--- config.mk ---
export PLATFORM = sky130hd
export DESIGN_NAME = piso_serializer
export DESIGN_NICKNAME = d
export VERILOG_FILES = /design/src/rtl/piso_pkg.sv /design/src/rtl/piso_bit_counter.sv /design/src/rtl/piso_serializer.sv
export SDC_FILE = /design/constraint.sdc
export NUM_CORES = 1
export LEC_CHECK = 0
export CORE_MARGIN = 1
export CORE_UTILIZATION = 53
export CTS_BUF_LIST = sky130_fd_sc_hd__clkbuf_16
export DETAILED_ROUTE_END_ITERATION = 6
export HOLD_SLACK_MARGIN = 0.1
export PLACE_DENSITY = 0.91
export SKIP_LAST_GASP = 1
export SLEW_MARGIN = 40
export SYNTH_ARGS = -nofsm -noshare
export SYNTH_HDL_FRONTEND = slang
export SYNTH_HIERARCHICAL = 1
export SYNTH_SLANG_ARGS = --single-unit
--- constraint.sdc ---
create_clock -name clk -period 4.4 [get_ports clk]
set_input_delay 0.44 -clock clk [delete_from_list [all_inputs] [get_ports clk]]
set_output_delay 0.44 -clock clk [all_outputs]
set_load 0.02 [all_outputs]
--- src/rtl/piso_pkg.sv ---
// piso_pkg: shared state encoding and width default for the PISO serializer
package piso_pkg;

    localparam int WIDTH_DEFAULT = 8;

    typedef enum logic {
        IDLE  = 1'b0,
        SHIFT = 1'b1
    } state_t;

endpackage

--- src/rtl/piso_bit_counter.sv ---
// piso_bit_counter: saturating bit index 0..WIDTH-1 with synchronous clear
module piso_bit_counter
    import piso_pkg::*;
#(
    parameter int WIDTH = WIDTH_DEFAULT
) (
    input  logic                     clk,
    input  logic                     rst,
    input  logic                     clear,
    input  logic                     inc,
    output logic [$clog2(WIDTH)-1:0] count,
    output logic                     last
);

    localparam int CW = $clog2(WIDTH);

    logic [CW-1:0] count_q;
    logic [CW-1:0] count_d;

    // clear wins over inc; the index never wraps past WIDTH-1
    always_comb begin
        last    = count_q == CW'(WIDTH - 1);
        count_d = clear ? '0 : (inc && !last) ? count_q + 1'b1 : count_q;
    end

    // index register
    always_ff @(posedge clk or posedge rst) begin
        if (rst) count_q <= '0;
        else     count_q <= count_d;
    end

    assign count = count_q;

endmodule

--- src/rtl/piso_serializer.sv ---
// piso_serializer: loads a parallel word and streams it out one bit per enabled cycle
module piso_serializer
    import piso_pkg::*;
#(
    parameter int WIDTH = WIDTH_DEFAULT
) (
    input  logic             clk,
    input  logic             rst,
    input  logic             load_valid,
    input  logic [WIDTH-1:0] load_data,
    input  logic             msb_first,
    input  logic             shift_en,
    output logic             load_ready,
    output logic             sout,
    output logic             sout_valid,
    output logic             frame_start,
    output logic             done
);

    state_t                    state_q, state_d;
    logic [WIDTH-1:0]          shreg_q, shreg_d;
    logic                      msb_q, msb_d;
    logic                      sout_q, sout_d;
    logic                      frame_start_q, frame_start_d;
    logic                      in_shift, accept, advance;
    logic                      cnt_clear, cnt_inc, last;
    logic [$clog2(WIDTH)-1:0]  count;

    piso_bit_counter #(.WIDTH(WIDTH)) u_cnt (
        .clk   (clk),
        .rst   (rst),
        .clear (cnt_clear),
        .inc   (cnt_inc),
        .count (count),
        .last  (last)
    );

    // the shift register keeps the bit on sout at its outgoing end (MSB or LSB)
    // and moves the next one there on each enabled advance
    always_comb begin
        in_shift      = state_q == SHIFT;
        load_ready    = !rst && (!in_shift || (last && shift_en));
        accept        = load_valid && load_ready;
        advance       = in_shift && shift_en;
        cnt_clear     = accept || (advance && last);
        cnt_inc       = advance && !last;
        state_d       = state_q;
        shreg_d       = shreg_q;
        msb_d         = msb_q;
        sout_d        = sout_q;
        frame_start_d = frame_start_q;
        if (accept) begin
            state_d       = SHIFT;
            shreg_d       = load_data;
            msb_d         = msb_first;
            sout_d        = msb_first ? load_data[WIDTH-1] : load_data[0];
            frame_start_d = 1'b1;
        end else if (advance && last) begin
            state_d       = IDLE;
            shreg_d       = '0;
            sout_d        = 1'b0;
            frame_start_d = 1'b0;
        end else if (advance) begin
            shreg_d       = msb_q ? shreg_q << 1 : shreg_q >> 1;
            sout_d        = msb_q ? shreg_q[WIDTH-2] : shreg_q[1];
            frame_start_d = 1'b0;
        end
    end

    // FSM and datapath registers; reset abandons any frame in flight
    always_ff @(posedge clk or posedge rst) begin
        if (rst) begin
            state_q       <= IDLE;
            shreg_q       <= '0;
            msb_q         <= 1'b0;
            sout_q        <= 1'b0;
            frame_start_q <= 1'b0;
        end else begin
            state_q       <= state_d;
            shreg_q       <= shreg_d;
            msb_q         <= msb_d;
            sout_q        <= sout_d;
            frame_start_q <= frame_start_d;
        end
    end

    assign sout        = sout_q;
    assign sout_valid  = in_shift;
    assign frame_start = frame_start_q;
    assign done        = in_shift && last;

endmodule

Yosys cells after proc, flatten, opt, wreduce, memory -nomap -nowiden
Cells that the tools add are included.
- logic and storage cells: 40
- input bits: 13
- flip-flop bits (word level): 15
- output and inout port bits: 5
- $add $sub $neg: 1
- eq/ne operators: 1
- muxes and demuxes: 16
- reductions and logical operators: 16
- operators with widths (cell ; number):
    $mux 8 ; 4
    $mux 1 ; 10
    $logic_and 1x1->1 ; 8
    $mux 3 ; 2
    $reduce_bool 2->1 ; 2
    $add 3x1->3 const B ; 1
    $eq 3x3->1 const B ; 1
    $logic_not 1->1 ; 3
    $reduce_bool 3->1 ; 1
    $logic_or 1x1->1 ; 2

Longest topological paths before layout
- depth in word-level cells: 7
- depth in mapped cells: 6
- mapped depth without buffers: 6

Cells and area by module
Netlist, hierarchy kept.
- modules (own cells, without submodules) (module ; cells each ; times used ; area an instance (sq um) ; seq. area each (sq um)):
    piso_serializer ; 65 ; 1 ; 675.6 ; 300.3
    piso_bit_counter ; 16 ; 1 ; 187.7 ; 75.1

Worst setup path before layout
OpenSTA, ideal clock, no wires.
- kind: register to register
- start point: register u_cnt.count_q[0], in the netlist u_cnt/count[0]
- end point: register u_cnt.count_q[0], in the netlist u_cnt/count[0]
- arrival: 1721 ps
- path buffers: 0
- stages on the path, launching flop included: 7
- required time: 4275 ps
- setup time: 125 ps
- setup slack: 2554 ps
- clock period less this slack: 1846 ps
- cells stage by stage: dfrtp_1 ha_1 ha_1 nand3b_1 inv_1 nor2b_4 mux2_4
- elaborated cells on any way between the ends: 14
- classes of those cells: 1 x add/sub; 1 x eq/ne; 2 x mux; 10 x reduce/logical
- RTL lines (element ; RTL line ; RTL):
    start: declaration ; piso_bit_counter.sv:17 ; logic [CW-1:0] count_q;
    start signal: assignment ; piso_bit_counter.sv:29 ; else count_q <= count_d;
    $eq 3x3->1 ; piso_bit_counter.sv:22 ; last = count_q == CW'(WIDTH - 1);
    via last ; piso_serializer.sv:26 ; logic cnt_clear, cnt_inc, last;
    $logic_not 1->1 ; piso_serializer.sv:46 ; cnt_inc = advance && !last;
    $logic_and 1x1->1 ; piso_serializer.sv:46 ;
    via cnt_inc ; piso_serializer.sv:26 ;
    $logic_and 1x1->1 ; piso_bit_counter.sv:23 ; count_d = clear ? '0 : (inc && !last) ? count_q + 1'b1 : count_q;
    $reduce_bool 2->1 (no line) ; - ;
The timed path passes the listed nets, and every way through them passes these cells. The select of a mux whose other input is x is not followed.
A chain may end at the register's enable or synchronous reset.

Worst setup path in the final report
- start point: register u_cnt.count_q[0], in the netlist u_cnt/count[0]
- end point: output port load_ready
- word-level cells in the longest chain between the ends: 4
- ends and longest elaborated chain (element ; RTL line ; RTL):
    $eq 3x3->1 ; piso_bit_counter.sv:22 ;
    via last ; piso_serializer.sv:26 ;
    $logic_and 1x1->1 ; piso_serializer.sv:42 ; load_ready = !rst && (!in_shift || (last && shift_en));
    $logic_or 1x1->1 ; piso_serializer.sv:42 ;
    $logic_and 1x1->1 ; piso_serializer.sv:42 ;
    end: declaration ; piso_serializer.sv:13 ; output logic load_ready,
The timed path passes the listed nets, and every way through them passes these cells.

==> flow_summary.yaml <==
clock_network:
  cts-root-buf: "clkbuf_16"
  path_clk_slew_ns: 0.05
  cts_setup_buffers: 0
  cts_made_buffers: 3
  h-tree-depth: 1
  cts_sinks: 15
  clk_latency_ns: 0.24
  cts_tree: "built"
  clockBufferDepth: 2
  cts_resized: 0
  hold_buffers: 0
cells_and_area:
  synthToLayoutAreaGrowth_pct: 29.1
  diodes: 0
  drive_gt1_share_pct: 12.1
  layout.cells.non_filler: 115
  fin_nets: 115
placed_design:
  dpl.cell_count: 111
  routabilityCongestion: 0.744
  io_buffer_count: 17
  dp_hpwl_um: 1290
power_and_ir_drop:
  power.density_nw_per_um2: 616
  ir_drop_uv: 427
  p_sw_share_pct: 32.7
  power_leakage_nw: 0.493
  comb_power_share_pct: 37.5
  sequentialPowerShare_pct: 37.1
  pwr-share-clk_pct: 25.3
  p_switching_uw: 225
  intPower_uw: 462
critical_path:
  criticalPathCategory: "flop to primary output"
  worstReg2RegEnd: "u_cnt/count[0]"
  r2r-start: "u_cnt/count[0]"
  critPathLaunchType: "flop"
  reg2reg_depth: 6
  endpoint_kind: "primary output"
  rrSetupSlack_ns: 2.32
  path_max_fanout: 9
  cp.arrival_ns: 2.00
  critPathRequiredTime_ns: 3.96
synth:
  ys_seq_area_share_pct: 43.5
  synth.avg_cell_area_um2: 10.7
  synth-seq-cells: 15
  postSynthCellCount: 81
  synth_area_um2: 863
  ys_types: 29
  synth_top_area_share_pct: 43.5
  synth_area_leader_cell: "dfrtp_1"
  syn_nets: 96
  yosys-top-cells-area: "dfrtp_1, a221o_1, mux2i_1"
  yosys_warnings: 6
grt:
  grt_pass1_wl_um: 3150
  grt_pass1_vias: 709
  grt_max_degree: 13
  grt_use_total_pct: 23.2
  grt_overflow: 0
  antenna_found_initial: 0
timing:
  relSlewSlack_pct: 59.7
  period_needed_ns: 2.44
  fmax_mhz: 409
  finalCritPeriodShare_pct: 55.5
  skew_ns: 0.00183
  rsz0062_at_grt: "no"
  worst_pin_slew_ns: 0.604
  drv_slew: 0
  hold_violations: 0
  setup_viol: 0
  whs_ns: 0.481
  tns_ns: 0
min_path:
  hp-class: "flop to flop"
  holdPathEnd: "frame_start"
  min-delay-start: "frame_start"
  whs_path_depth: 1
floorplan:
  core_um2: 1510
  fp-row-count: 14
  start_util_pct: 57.3
  dieWidth_um: 42.4
  die_h_um: 42.4
  dieArea_um2: 1790
  ios: 18
detailed_routing:
  drt-initial-drc-count: 19
  drt-total-wl_um: 1770
  vias_per_cell: 6.15
  routedWlPerCell_um: 15.4
  drc_errors: 0
  drtAntennaViolNets: 0
  dr_total_vias: 707
  first_pass_iters: 4
run:
  maxCapViolCount: 0
status:
  status: "finished, final reports clean"
## power by group through the flow
| stage | Sequential (mW) | Clock, mW | Combinational (mW) |
|---|---|---|---|
| 4_1_cts | 0.255 | 0.175 | 0.259 |
| 5_1_grt | 0.264 | 0.182 | 0.283 |
| 3_5_place_dp | 0.256 | 0 | 0.258 |
| 3_3_place_gp | 0.253 | 0 | 0.249 |
| 6_report | 0.255 | 0.174 | 0.258 |
| 2_1_floorplan | 0.236 | 0 | 0.204 |
## per-stage QoR
| stage | utilization (%) | worst slack [ns] | power (mW) | cell area [um^2] |
|---|---|---|---|---|
| 5_1_grt | 74.0 | 1.86 | 0.729 | 1110 |
| 3_5_place_dp | 68.8 | 2.05 | 0.514 | 1040 |
| 3_3_place_gp | 68.8 | 2.09 | 0.501 | 1040 |
| 4_1_cts | 74.0 | 1.95 | 0.689 | 1110 |
| 6_report | 74.0 | 1.96 | 0.687 | 1110 |
| 2_1_floorplan | - | 2.55 | 0.440 | 863 |
## metal layers
metal	share of wire (%)	wire length, um	GRT usage (%)	vias up
li1	-	-	-	340
met1	46	822	31.1	344
met3	4.3	76	3.88	3
met5	0	0	0	-
met2	48	844	37.2	20
met4	1.5	27	9.38	0
## worst max-delay path: stages (launching register included)
cell,delay [ns]
dfrtp_1,0.39
ha_1,0.20
ha_1,0.31
a21boi_2,0.26
nor2_1,0.06
clkdlybuf4s50_1,0.53
## sequential cells by signal, indices dropped and copies added (netlist names)
register	count
sout	1
msb_q	1
u_cnt/count	3
shreg_q	8
sout_valid	1
frame_start	1
## cell families (layout without fill, tap and decap cells)
kind of cell / Yosys count / in the layout / synth area share, %
and+or+nand+nor: 28 / 28 / 19.3
muxes: 9 / 9 / 11.4
DFF: 15 / 15 / 43.5
adders and majority gates: 2 / 2 / 2.90
AOI/OAI and AO/OA: 21 / 21 / 19.6
buffers and inverters: 6 / 24 / 3.33
## cells in the final DEF (no fill, tap or decap)
master            n
a31oi_1           2
nor2_1            9
a21boi_2          1
nor2_2            1
o21ai_0           2
inv_1             4
nand3b_1          1
nor3b_2           1
a21o_1            1
nand3_1           3
mux2_4            1
a211oi_1          2
nand2b_1          4
clkdlybuf4s50_1  17
nand4bb_1         2
nand2_1           3
ha_1              2
dfrtp_1          15
clkbuf_16         3
nor2b_1           2
o211ai_1          1
o21ai_1           2
nor2b_4           1
a21oi_1           1
mux2_2            3
a221o_1           8
and2_1            1
a21bo_2           1
mux2i_1           5
## Yosys cell counts
| cell type | n |
|---|---|
| mux2_2 | 3 |
| nand3_1 | 3 |
| o21ai_1 | 2 |
| buf_2 | 2 |
| dfrtp_1 | 15 |
| nand4bb_1 | 2 |
| inv_1 | 3 |
| mux2i_1 | 5 |
| nand3b_1 | 1 |
| and2_1 | 1 |
| a21o_1 | 1 |
| nand2_1 | 3 |
| nand2b_1 | 4 |
| a221o_1 | 8 |
| a211oi_1 | 2 |
| nor2_2 | 1 |
| ha_1 | 2 |
| a21oi_1 | 1 |
| mux2_4 | 1 |
| o21ai_0 | 2 |
| o211ai_1 | 1 |
| a21bo_2 | 1 |
| a31oi_1 | 2 |
| nor3b_2 | 1 |
| nor2_1 | 9 |
| a21boi_2 | 1 |
| nor2b_4 | 1 |
| nor2b_1 | 2 |
| buf_4 | 1 |
## layout make-up
type                    count  area [um^2]
multi-input cells          60          459
fillers                   105          392
flip-flops and latches     15          375
repair buffers             17          170
clock buffers               3         75.1
well taps                  16         20.0
inverters                   3         11.3
clock inverters             1         3.75
## worst max-delay path by stage
stage                     end      startpoint  slack [ns]  depth (start not counted)
6_report           load_ready  u_cnt/count[0]        1.96                          5
5_1_grt            load_ready  u_cnt/count[0]        1.86                          5
4_1_cts            load_ready  u_cnt/count[0]        1.95                          5
3_5_place_dp       load_ready        shift_en        2.05                          4
3_3_place_gp       load_ready        shift_en        2.09                          4
2_1_floorplan  u_cnt/count[0]  u_cnt/count[0]        2.55                          6
Power figures use the tool's default switching activity.
